## config.mk

```make
export PLATFORM = sky130hd
export DESIGN_NAME = alu_pipe
export DESIGN_NICKNAME = d
export VERILOG_FILES = /design/src/rtl/alu_pipe_pkg.sv /design/src/rtl/alu_core.sv /design/src/rtl/alu_pipe.sv
export SDC_FILE = /design/constraint.sdc
export NUM_CORES = 1
export LEC_CHECK = 0
export ABC_AREA = 1
export CELL_PAD_IN_SITES_DETAIL_PLACEMENT = 1
export CELL_PAD_IN_SITES_GLOBAL_PLACEMENT = 2
export CORE_MARGIN = 5
export CORE_UTILIZATION = 30
export DETAILED_ROUTE_END_ITERATION = 7
export PLACE_DENSITY_LB_ADDON = 0.1
export SYNTH_ARGS = -nofsm -noshare
export SYNTH_HDL_FRONTEND = slang
export SYNTH_SLANG_ARGS = --single-unit
export TNS_END_PERCENT = 50
```

## constraint.sdc

```tcl
create_clock -name clk -period 3.93 [get_ports clk]
set_clock_uncertainty 0.15 [all_clocks]
set_input_delay 0.5895 -clock clk [delete_from_list [all_inputs] [get_ports clk]]
set_output_delay 0.5895 -clock clk [all_outputs]
set_load 0.03 [all_outputs]
```

## src/rtl/alu_pipe_pkg.sv

```systemverilog
// rtl/alu_pipe_pkg.sv - op codes, flag indices and helpers shared by the alu_pipe slice
package alu_pipe_pkg;

    localparam logic [2:0] OP_ADD   = 3'b000;
    localparam logic [2:0] OP_SUB   = 3'b001;
    localparam logic [2:0] OP_NOTA  = 3'b010;
    localparam logic [2:0] OP_NOTB  = 3'b011;
    localparam logic [2:0] OP_OR    = 3'b100;
    localparam logic [2:0] OP_ORNB  = 3'b101;
    localparam logic [2:0] OP_AND   = 3'b110;
    localparam logic [2:0] OP_ANDNB = 3'b111;

    localparam int FZ = 3;
    localparam int FN = 2;
    localparam int FC = 1;
    localparam int FV = 0;

    // Only the two adder ops produce carry/overflow and update the stored carry.
    function automatic logic is_arith(input logic [2:0] op);
        return (op[2:1] == 2'b00);
    endfunction

endpackage

```

## src/rtl/alu_core.sv

```systemverilog
// rtl/alu_core.sv - combinational ALU datapath: b-invert mux, adder, result select
module alu_core
    import alu_pipe_pkg::*;
#(
    parameter int WIDTH = 16
) (
    input  logic [2:0]       op,
    input  logic [WIDTH-1:0] a,
    input  logic [WIDTH-1:0] b,
    input  logic             ci,
    output logic [WIDTH-1:0] f,
    output logic             c,
    output logic             v
);

    logic [WIDTH-1:0] bx;
    logic [WIDTH:0]   sum;
    logic             add_c;
    logic             add_v;

    // op[0] selects ~b for every op that names it, and for subtraction.
    assign bx  = op[0] ? ~b : b;
    assign sum = {1'b0, a} + {1'b0, bx} + {{WIDTH{1'b0}}, ci};

    assign add_c = sum[WIDTH];
    // Signed overflow: like-signed addends giving a result of the other sign.
    assign add_v = (a[WIDTH-1] == bx[WIDTH-1]) && (sum[WIDTH-1] != a[WIDTH-1]);

    always_comb begin
        f = sum[WIDTH-1:0];
        c = 1'b0;
        v = 1'b0;
        unique case (op[2:1])
            2'b00: begin
                f = sum[WIDTH-1:0];
                c = add_c;
                v = add_v;
            end
            2'b01:   f = op[0] ? bx : ~a;
            2'b10:   f = a | bx;
            default: f = a & bx;
        endcase
    end

endmodule

```

## src/rtl/alu_pipe.sv

```systemverilog
// rtl/alu_pipe.sv - two-stage valid/ready ALU pipeline with stored carry flag
module alu_pipe
    import alu_pipe_pkg::*;
#(
    parameter int WIDTH = 16
) (
    input  logic             clk,
    input  logic             rst_n,
    input  logic             in_valid,
    output logic             in_ready,
    input  logic [2:0]       op,
    input  logic             use_cf,
    input  logic [WIDTH-1:0] a,
    input  logic [WIDTH-1:0] b,
    output logic             out_valid,
    input  logic             out_ready,
    output logic [WIDTH-1:0] f,
    output logic [3:0]       flags,
    output logic             cf
);

    logic             s1_valid;
    logic [2:0]       s1_op;
    logic             s1_use_cf;
    logic [WIDTH-1:0] s1_a;
    logic [WIDTH-1:0] s1_b;

    logic             s1_load;
    logic             s2_load;
    logic             xfer;

    logic             core_ci;
    logic [WIDTH-1:0] core_f;
    logic             core_c;
    logic             core_v;
    logic [3:0]       core_flags;

    // S2 can take a new value whenever its current one is gone or leaving.
    assign s2_load  = !out_valid || out_ready;
    assign xfer     = s1_valid && s2_load;
    assign s1_load  = !s1_valid || s2_load;
    assign in_ready = s1_load;

    // cf is read live, so an op following a carry-producing op sees the new
    // carry as soon as that op has moved into S2.
    assign core_ci = s1_use_cf ? cf : s1_op[0];

    alu_core #(.WIDTH(WIDTH)) u_core (
        .op (s1_op),
        .a  (s1_a),
        .b  (s1_b),
        .ci (core_ci),
        .f  (core_f),
        .c  (core_c),
        .v  (core_v)
    );

    always_comb begin
        core_flags     = 4'b0000;
        core_flags[FZ] = (core_f == '0);
        core_flags[FN] = core_f[WIDTH-1];
        core_flags[FC] = core_c;
        core_flags[FV] = core_v;
    end

    always_ff @(posedge clk) begin
        if (!rst_n) begin
            s1_valid <= 1'b0;
        end else if (s1_load) begin
            s1_valid <= in_valid;
        end
    end

    // Operand registers need no reset; s1_valid qualifies them.
    always_ff @(posedge clk) begin
        if (s1_load && in_valid) begin
            s1_op     <= op;
            s1_use_cf <= use_cf;
            s1_a      <= a;
            s1_b      <= b;
        end
    end

    always_ff @(posedge clk) begin
        if (!rst_n) begin
            out_valid <= 1'b0;
            f         <= '0;
            flags     <= 4'b0000;
            cf        <= 1'b0;
        end else begin
            if (s2_load) begin
                out_valid <= s1_valid;
            end
            if (xfer) begin
                f     <= core_f;
                flags <= core_flags;
                if (is_arith(s1_op)) begin
                    cf <= core_c;
                end
            end
        end
    end

endmodule

```

### After elaboration in Yosys (flattened, before gate mapping)

Index checks and enable logic that the tools add are counted.

| word-level totals | value |
|---|---|
| flip-flop bits (word level) | 59 |
| output and inout bits | 23 |

| operators by class | value |
|---|---|
| add/sub/neg operators | 2 |
| equal/unequal tests | 4 |
| mux-type cells | 6 |
| bitwise logic cells | 4 |
| reductions and logical operators | 10 |

Operators by type and width:

| operator | count |
|---|---|
| $pmux 16 s3 | 1 |
| $mux 16 | 2 |
| $not 16->16 | 2 |
| $add 16x16->17 | 1 |
| $add 17x1->17 | 1 |
| $and 16x16->16 | 1 |
| $logic_not 16->1 | 1 |
| $or 16x16->16 | 1 |
| $logic_and 1x1->1 | 3 |
| $mux 1 | 3 |
| $eq 2x1->1 const B | 1 |
| $eq 2x2->1 const B | 1 |
| $logic_not 1->1 | 2 |
| $logic_not 2->1 | 1 |
| $logic_or 1x1->1 | 2 |
| $reduce_and 2->1 | 1 |
| $eq 1x1->1 | 1 |
| $ne 1x1->1 | 1 |

### Logic depth before layout (Yosys ltp)

Gate-level depths: netlist (run 1).

| depth | value |
|---|---|
| depth after elaboration | 7 |
| gate-level depth with buffers | 21 |

### Modules after synthesis

A second synthesis (run 1) with hierarchy kept.

| unflattened totals | value |
|---|---|
| cells, all modules | 569 |
| area, all modules | 4017.6 um^2 |

By module, submodules not included:

| module | instances | cells an instance | area each (um^2) | sequential area each (um^2) |
|---|---|---|---|---|
| alu_core | 1 | 417 | 2053.2 | 0.0 |
| alu_pipe | 1 | 152 | 1964.4 | 1521.5 |

### Least setup slack after synthesis (run 1)

No wires, ideal clock.

| timing | value |
|---|---|
| path type | flip-flop to flip-flop |
| start point | reg s1_op[0] |
| end point | reg flags[3] |
| data arrival time | 2906 ps |
| required time | 3713 ps |
| slack | 807 ps |
| stages on the path, launching flop included | 18 |
| path buffers | 3 |
| cells stage by stage | edfxtp_1 > buf_6 > buf_2 > buf_1 > nor2_1 > nor2_1 > fa_1 > fa_1 > or2_2 > nand3_1 > nand4_1 > nor2_1 > nand2_1 > nor3_2 > nand2_1 > nor2_1 > nand3_1 > a21oi_2 |

| on the way | value |
|---|---|
| word-level cells in the longest chain between the ends | 5 |
| elaborated cells on any way between the ends | 9 |

Ends and longest elaborated chain:

| element | line | text |
|---|---|---|
| from (decl) | alu_pipe.sv:23 | `logic [2:0] s1_op;` |
| from (signal assigned) | alu_pipe.sv:77 | `s1_op <= op;` |
| $mux 16 | alu_core.sv:22 | `assign bx = op[0] ? ~b : b;` |
| $add 16x16->17 | alu_core.sv:23 | `assign sum = {1'b0, a} + {1'b0, bx} + {{WIDTH{1'b0}}, ci};` |
| $add 17x1->17 | alu_core.sv:23 |  |
| $pmux 16 s3 (*) | alu_core.sv:33 | `unique case (op[2:1])` |
| $logic_not 16->1 (*) | alu_pipe.sv:60 | `core_flags[FZ] = (core_f == '0);` |
| to (signal assigned) | alu_pipe.sv:96 | `flags <= core_flags;` |
| to (decl) | alu_pipe.sv:18 | `output logic [3:0] flags,` |

Every way passes the cells marked *; elsewhere a longest branch is shown, timed or not.
A chain may end at the register's enable or synchronous reset.

### Final worst setup path (run 1)

Same ends and word-level chain as after synthesis.

==> results of run 1 <==
## flip-flops by register name, indices dropped and copies added (netlist names)
signal / count
f: 15
s1_op: 3
cf: 1
s1_valid: 1
s1_b: 16
s1_use_cf: 1
s1_a: 16
out_valid: 1
flags: 4
## area by class of cell
class	count	area [µm²]
Fill cell	1661	8090
Sequential cell	58	1520
Timing Repair Buffer	67	658
Clock inverter	6	40.0
Tap cell	176	220
Inverter	113	424
Clock buffer	10	239
Multi-Input combinational cell	391	2000
## kinds of logic after synthesis
kind of cell / Yosys count / synth area share, %
buf+inv: 128 / 12.6
simple gates: 287 / 29.2
compound gates: 70 / 9.44
flops: 58 / 37.8
fa+ha+maj: 34 / 10.9
## cells in the final DEF, fill, tap and decap left out
cell and n:
dfxtp_1 22, ha_1 32, a31oi_1 1, clkinv_4 2, nor2_1 78, nand2_1 153
clkinv_2 2, a211oi_1 1, nor3_2 1, and2_1 1, inv_2 3, inv_4 2
edfxtp_1 36, clkbuf_16 9, a21oi_2 1, o21ai_0 20, o211ai_1 9, nand3_1 39
nand3b_1 2, inv_1 110, buf_4 5, clkdlybuf4s50_1 62, clkbuf_8 1, or2_2 5
a21oi_1 37, nand3_2 1, fa_1 2, o21ai_1 1, nand4_1 7
## metal layers
metal,vias up,global-route usage (%)
met5,-,0
met4,0,4.35
met3,7,3.60
met2,56,28.1
met1,1792,21.5
li1,1934,-
## stage by stage
step           util (%)  setup WS [ns]  hold WS [ns]  cell area [µm²]
5_1_grt            38.7          0.395         0.361             5100
4_1_cts            38.7          0.546         0.332             5100
6_report           38.7          0.580         0.326             5100
2_1_floorplan         -          0.807         0.427             4030
3_3_place_gp       36.6          0.634         0.305             4820
3_5_place_dp       36.6          0.582         0.323             4820
## synth_stat cells
library cell,n
nor2_1,78
inv_2,3
a21oi_1,37
buf_2,5
buf_4,2
inv_1,110
nand3_1,39
a211oi_1,1
nand4_1,7
nand3b_1,2
ha_1,32
nand3_2,1
a31oi_1,1
o211ai_1,9
nand2_1,153
a21oi_2,1
or2_2,5
fa_1,2
and2_1,1
buf_6,2
clkbuf_1,4
dfxtp_1,22
nor3_2,1
buf_1,2
o21ai_0,20
edfxtp_1,36
o21ai_1,1
## worst paths after layout
check | to | slack [ns] | cells after the start
setup / recovery | flags[3] | 0.58 | 16
hold / removal | flags[1] | 0.33 | 2
setup reg to reg | flags[3] | 0.58 | 16
hold reg to reg | flags[1] | 0.33 | 2
## report_power, final
part	total (µW)	switching (µW)	internal [µW]
Combinational	475	299	176
Sequential	713	25.9	688
Clock	740	297	444
Total	1930	622	1310
## worst max-delay path, cell delays in order, from the launching register on
cell and delay [ns]:
edfxtp_1 0.52, nand2_1 0.13, inv_1 0.07, nor2_1 0.08, fa_1 0.48, fa_1 0.42, nand2_1 0.10, nand2_1 0.17
nand3_1 0.17, nand3_1 0.09, nand3_1 0.09, nand3_1 0.24, nor3_2 0.22, nand2_1 0.07, nor2_1 0.09, nand3_1 0.08
a21oi_2 0.11
==> results.sh, run 1 <==
export IMPL_outcome="finished clean"
export IMPL_worst_hold_startpoint="flags[1]"
export IMPL_clkTransAtPathRegs_ns=0.06
export IMPL_drtIter0Drc=121
export IMPL_drt_met1_wl_um=6100
export IMPL_wl_met2_um=6220
export IMPL_cts_resized=0
export IMPL_cts_sinks=58
export IMPL_layout_drive_gt1_share_pct=4.96
export IMPL_clock_latency_ns=0.33
export IMPL_vias=3789
export IMPL_dp_hpwl_um=10200
export IMPL_antenna_found_initial=0
export IMPL_maxSlewViolCount=0
export IMPL_maxCapViolCount=0
export IMPL_place_congestion=0.830
export IMPL_synth_cells=577
export IMPL_syn_nets=651
export IMPL_ys_seq_elements=58
export IMPL_synth_cell_type_count=27
export IMPL_hold_path_class="reg2reg"
export IMPL_diodes=0
export IMPL_finalPower_uw=1930
export IMPL_die_area_mm2=0.0159
export IMPL_worst_slew_pin_slew_ns=0.710
export IMPL_fin_crit_sh_pct=85.2
export IMPL_ir_drop_mv=0.215
export IMPL_p_per_area_mw_per_mm2=378
export IMPL_post_cts_repair_setup_buffers=0
export IMPL_io_buffers=62
export IMPL_drc_errors=0
export IMPL_hold_buffers=0
export IMPL_avgSynthCellArea_um2=6.98
export IMPL_cts_buffer_depth=2
export IMPL_synth_area_leader_cell="edfxtp_1"
export IMPL_grt_pass1_wl_um=20500
export IMPL_final_nets=714
export IMPL_htree_levels=3
export IMPL_r2r_start="s1_op[0]"
export IMPL_drtPass1Iterations=4
export IMPL_die_h_um=126
export IMPL_cp_end_kind="flop"
export IMPL_cts_tree="yes"
export IMPL_fmax_mhz=299
export IMPL_synth_area_leaders="edfxtp_1, nand2_1, dfxtp_1, inv_1, ha_1"
export IMPL_area_growth_pct=26.6
export IMPL_slew_limit_headroom_pct=52.6
export IMPL_critPathLaunchType="flop"
export IMPL_final_setup_viol_count=0
export IMPL_setup_tns_ns=0
export IMPL_routed_wl_um=12900
export IMPL_ys_warn_count=0
export IMPL_viasPerCell=4.62
export IMPL_rsz0062_at_grt="no"
export IMPL_dp_cells=805
export IMPL_pin_count=63
export IMPL_ys_seq_area_share_pct=37.8
export IMPL_worstPathMaxFanout=10
export IMPL_core_rowCount=42
export IMPL_die_w_um=126
export IMPL_grt_max_degree=37
export IMPL_synth_top_area_share_pct=26.8
export IMPL_grt_util_all_layers_pct=16.6
export IMPL_cts_root_buf="clkbuf_16"
export IMPL_instances_no_fill=821
export IMPL_cp_required_ns=4.05
export IMPL_p_leak_uw=0.00256
export IMPL_routedWlPerCell_um=15.8
export IMPL_grt_pass1_vias=3963
export IMPL_period_needed_ns=3.35
export IMPL_dr_wl_met3_um=499
export IMPL_cts_buffers=9
export IMPL_worstSetupPathType="reg2reg"
export IMPL_initial_utilization_pct=30.6
export IMPL_gr_total_overflow=0
export IMPL_cp_startpoint="s1_op[0]"
export IMPL_top_layer="met4"
export IMPL_cp_arrival_ns=3.47
export IMPL_hold_violations=0
export IMPL_coreArea_mm2=0.0132
export IMPL_ant_nets=0
export IMPL_synth_area_mm2=0.00403
(Power assumes the default switching activity.)
==> inputs of run 2 (changes only) <==
--- a/config.mk
+++ b/config.mk
@@ -9,8 +9,9 @@
 export CELL_PAD_IN_SITES_DETAIL_PLACEMENT = 1
 export CELL_PAD_IN_SITES_GLOBAL_PLACEMENT = 2
 export CORE_MARGIN = 5
-export CORE_UTILIZATION = 30
+export CORE_UTILIZATION = 27
 export DETAILED_ROUTE_END_ITERATION = 7
+export HOLD_SLACK_MARGIN = 0.02
 export PLACE_DENSITY_LB_ADDON = 0.1
 export SYNTH_ARGS = -nofsm -noshare
 export SYNTH_HDL_FRONTEND = slang
==> constraint.sdc (replaced) <==
create_clock -name clk -period 2.8 [get_ports clk]
set_clock_uncertainty 0.15 [all_clocks]
set_input_delay 0.42 -clock clk [delete_from_list [all_inputs] [get_ports clk]]
set_output_delay 0.42 -clock clk [all_outputs]
set_load 0.005 [all_outputs]
==> results.sh, run 2 (synthesized netlist as in run 1, its figures left out) <==
export IMPL_final_setup_worst_slack_ns=-0.0337
export IMPL_cts_tree="yes"
export IMPL_reg_largest_list="s1_a x16, s1_b x16, f x15"
export IMPL_worst_slew_pin_slew_ns=0.925
export IMPL_rsz0062_at_grt="yes"
export IMPL_htree_levels=3
export IMPL_cp_required_ns=2.87
export IMPL_placedInstanceArea_mm2=0.00525
export IMPL_final_cell_mix="nand2_1, inv_1, clkdlybuf4s50_1"
export IMPL_p_leak_uw=0.00287
export IMPL_grt_pass1_vias=4404
export IMPL_cts_buffers=9
export IMPL_cts_buffer_depth=2
export IMPL_hold_path_class="reg2reg"
export IMPL_routedWlPerCell_um=15.3
export IMPL_r2r_cells=16
export IMPL_path_cells="buf_6 > nor2_4 > nor2_4 > fa_2 > fa_2 > nand2_1 > nand2_1 > nand2_1 > a21oi_1 > nor2_1 > nand2_1 > nor3_2 > nand2_1 > nor2_1 > nand3_1 > a21oi_2"
export IMPL_io_buffers=62
export IMPL_slowest_stage="fa_2"
export IMPL_ant_nets=0
export IMPL_area_growth_pct=47.0
export IMPL_antenna_found_initial=0
export IMPL_coreArea_mm2=0.0146
export IMPL_grt_pass1_wl_um=22200
export IMPL_r2r_start="s1_op[0]"
export IMPL_critPathMaxStageDelay_ns=0.54
export IMPL_final_setup_viol_count=1
export IMPL_die_w_um=132
export IMPL_cts_root_buf="clkbuf_16"
export IMPL_die_h_um=132
export IMPL_maxSlewViolCount=0
export IMPL_critPathLaunchType="flop"
export IMPL_critPathTopFamily="adder cells"
export IMPL_layout_drive_gt1_share_pct=22.8
export IMPL_routed_wl_um=13600
export IMPL_hold_violations=0
export IMPL_cp_end_kind="flop"
export IMPL_crit_path_frequent_cell="nand2_1"
export IMPL_place_congestion=0.817
export IMPL_cts_sinks=58
export IMPL_ir_drop_mv=0.245
export IMPL_design_area_mm2=0.00592
export IMPL_viasPerCell=4.54
export IMPL_n_fill_cell=1756
export IMPL_pin_count=63
export IMPL_gr_total_overflow=0
export IMPL_diodes=0
export IMPL_drtIter0Drc=170
export IMPL_p_per_area_mw_per_mm2=482
export IMPL_pre_cts_ws_ns=-0.203
export IMPL_layout_commonest_cell="nand2_1"
export IMPL_timing_rr_end="flags[3]"
export IMPL_final_nets=772
export IMPL_crit_buf_inv=1
export IMPL_clock_latency_ns=0.34
export IMPL_initial_utilization_pct=27.6
export IMPL_maxCapViolCount=0
export IMPL_grt_max_degree=37
export IMPL_core_rowCount=44
export IMPL_r2r_setup_slack_ns=-0.03
export IMPL_cp_startpoint="s1_op[0]"
export IMPL_outcome="finished with violations"
export IMPL_fin_crit_sh_pct=101
export IMPL_worstPathMaxFanout=7
export IMPL_worstSetupPathType="reg2reg"
export IMPL_period_needed_ns=2.83
export IMPL_slew_limit_headroom_pct=38.1
export IMPL_fmax_mhz=353
export IMPL_cp_arrival_ns=2.90
export IMPL_endpoint="flags[3]"
export IMPL_grt_util_all_layers_pct=15.9
export IMPL_drc_errors=0
export IMPL_drtPass1Iterations=4
export IMPL_dp_hpwl_um=10500
export IMPL_crit_cells=16
export IMPL_vias=4028
export IMPL_die_area_mm2=0.0175
export IMPL_failed_checks="negative setup slack"
export IMPL_clkTransAtPathRegs_ns=0.06
## run 2: worst min-delay path: stages, from the launching register on
cell and delay (ns):
dfxtp_1 0.30, nand2_1 0.06, a21oi_1 0.06
## run 2: how the worst min path moves through the flow
stage,cells past startpoint,startpoint,endpoint
6_report,2,flags[0],flags[0]
4_1_cts,2,flags[0],flags[0]
5_1_grt,2,flags[1],flags[1]
2_1_floorplan,2,flags[0],flags[0]
3_5_place_dp,2,flags[0],flags[0]
3_3_place_gp,2,flags[0],flags[0]
## run 2: area by class of cell
cell class	instances	area, µm²	share of cell area [%]
clock inverter	6	33.8	0.570
tap	184	230	3.89
multi-input combinational	391	2360	39.8
clock buffer	10	229	3.87
sequential	58	1520	25.7
timing repair buffer	125	1130	19.0
inverter	113	424	7.16
## run 2: through the flow
stage / total power, µW / std cells / utilization (%) / TNS (ns) / hold slack (ns)
after floorplan: 1410 / 577 / - / -0.201 / 0.312
after global routing: 3040 / 887 / 40.6 / -0.721 / 0.344
final: 2860 / 887 / 40.6 / -0.0337 / 0.321
after global placement: 1750 / 862 / 36.0 / -0.308 / 0.310
after CTS: 2830 / 885 / 39.1 / -0.0178 / 0.324
after detailed placement: 1760 / 862 / 36.0 / -1.02 / 0.315
## run 2: repair_timing
action | CTS | global route
hold buffers | 0 | 0
endpoints found under the setup margin | 13 | 16
buffers inserted | 7 | 2
resized for setup | 31 | 53
endpoints found under the hold margin | 0 | 0
pin swaps | 16 | 17
## run 2: metal layers
layer / global-route usage, % / routed length [µm] / vias up
met5: 0 / 0 / -
met4: 5.32 / 201 / 0
met3: 3.02 / 414 / 11
met2: 26.6 / 6370 / 68
met1: 20.6 / 6620 / 1899
li1: - / - / 2050
## run 2: power by group
part           switching, µW  total (µW)  internal [µW]  leakage (µW)
Clock                    410        1000            590      0.000126
Sequential              35.2        1000            965      0.000533
Combinational            456         857            401       0.00221
Total                    900        2860           1960       0.00287
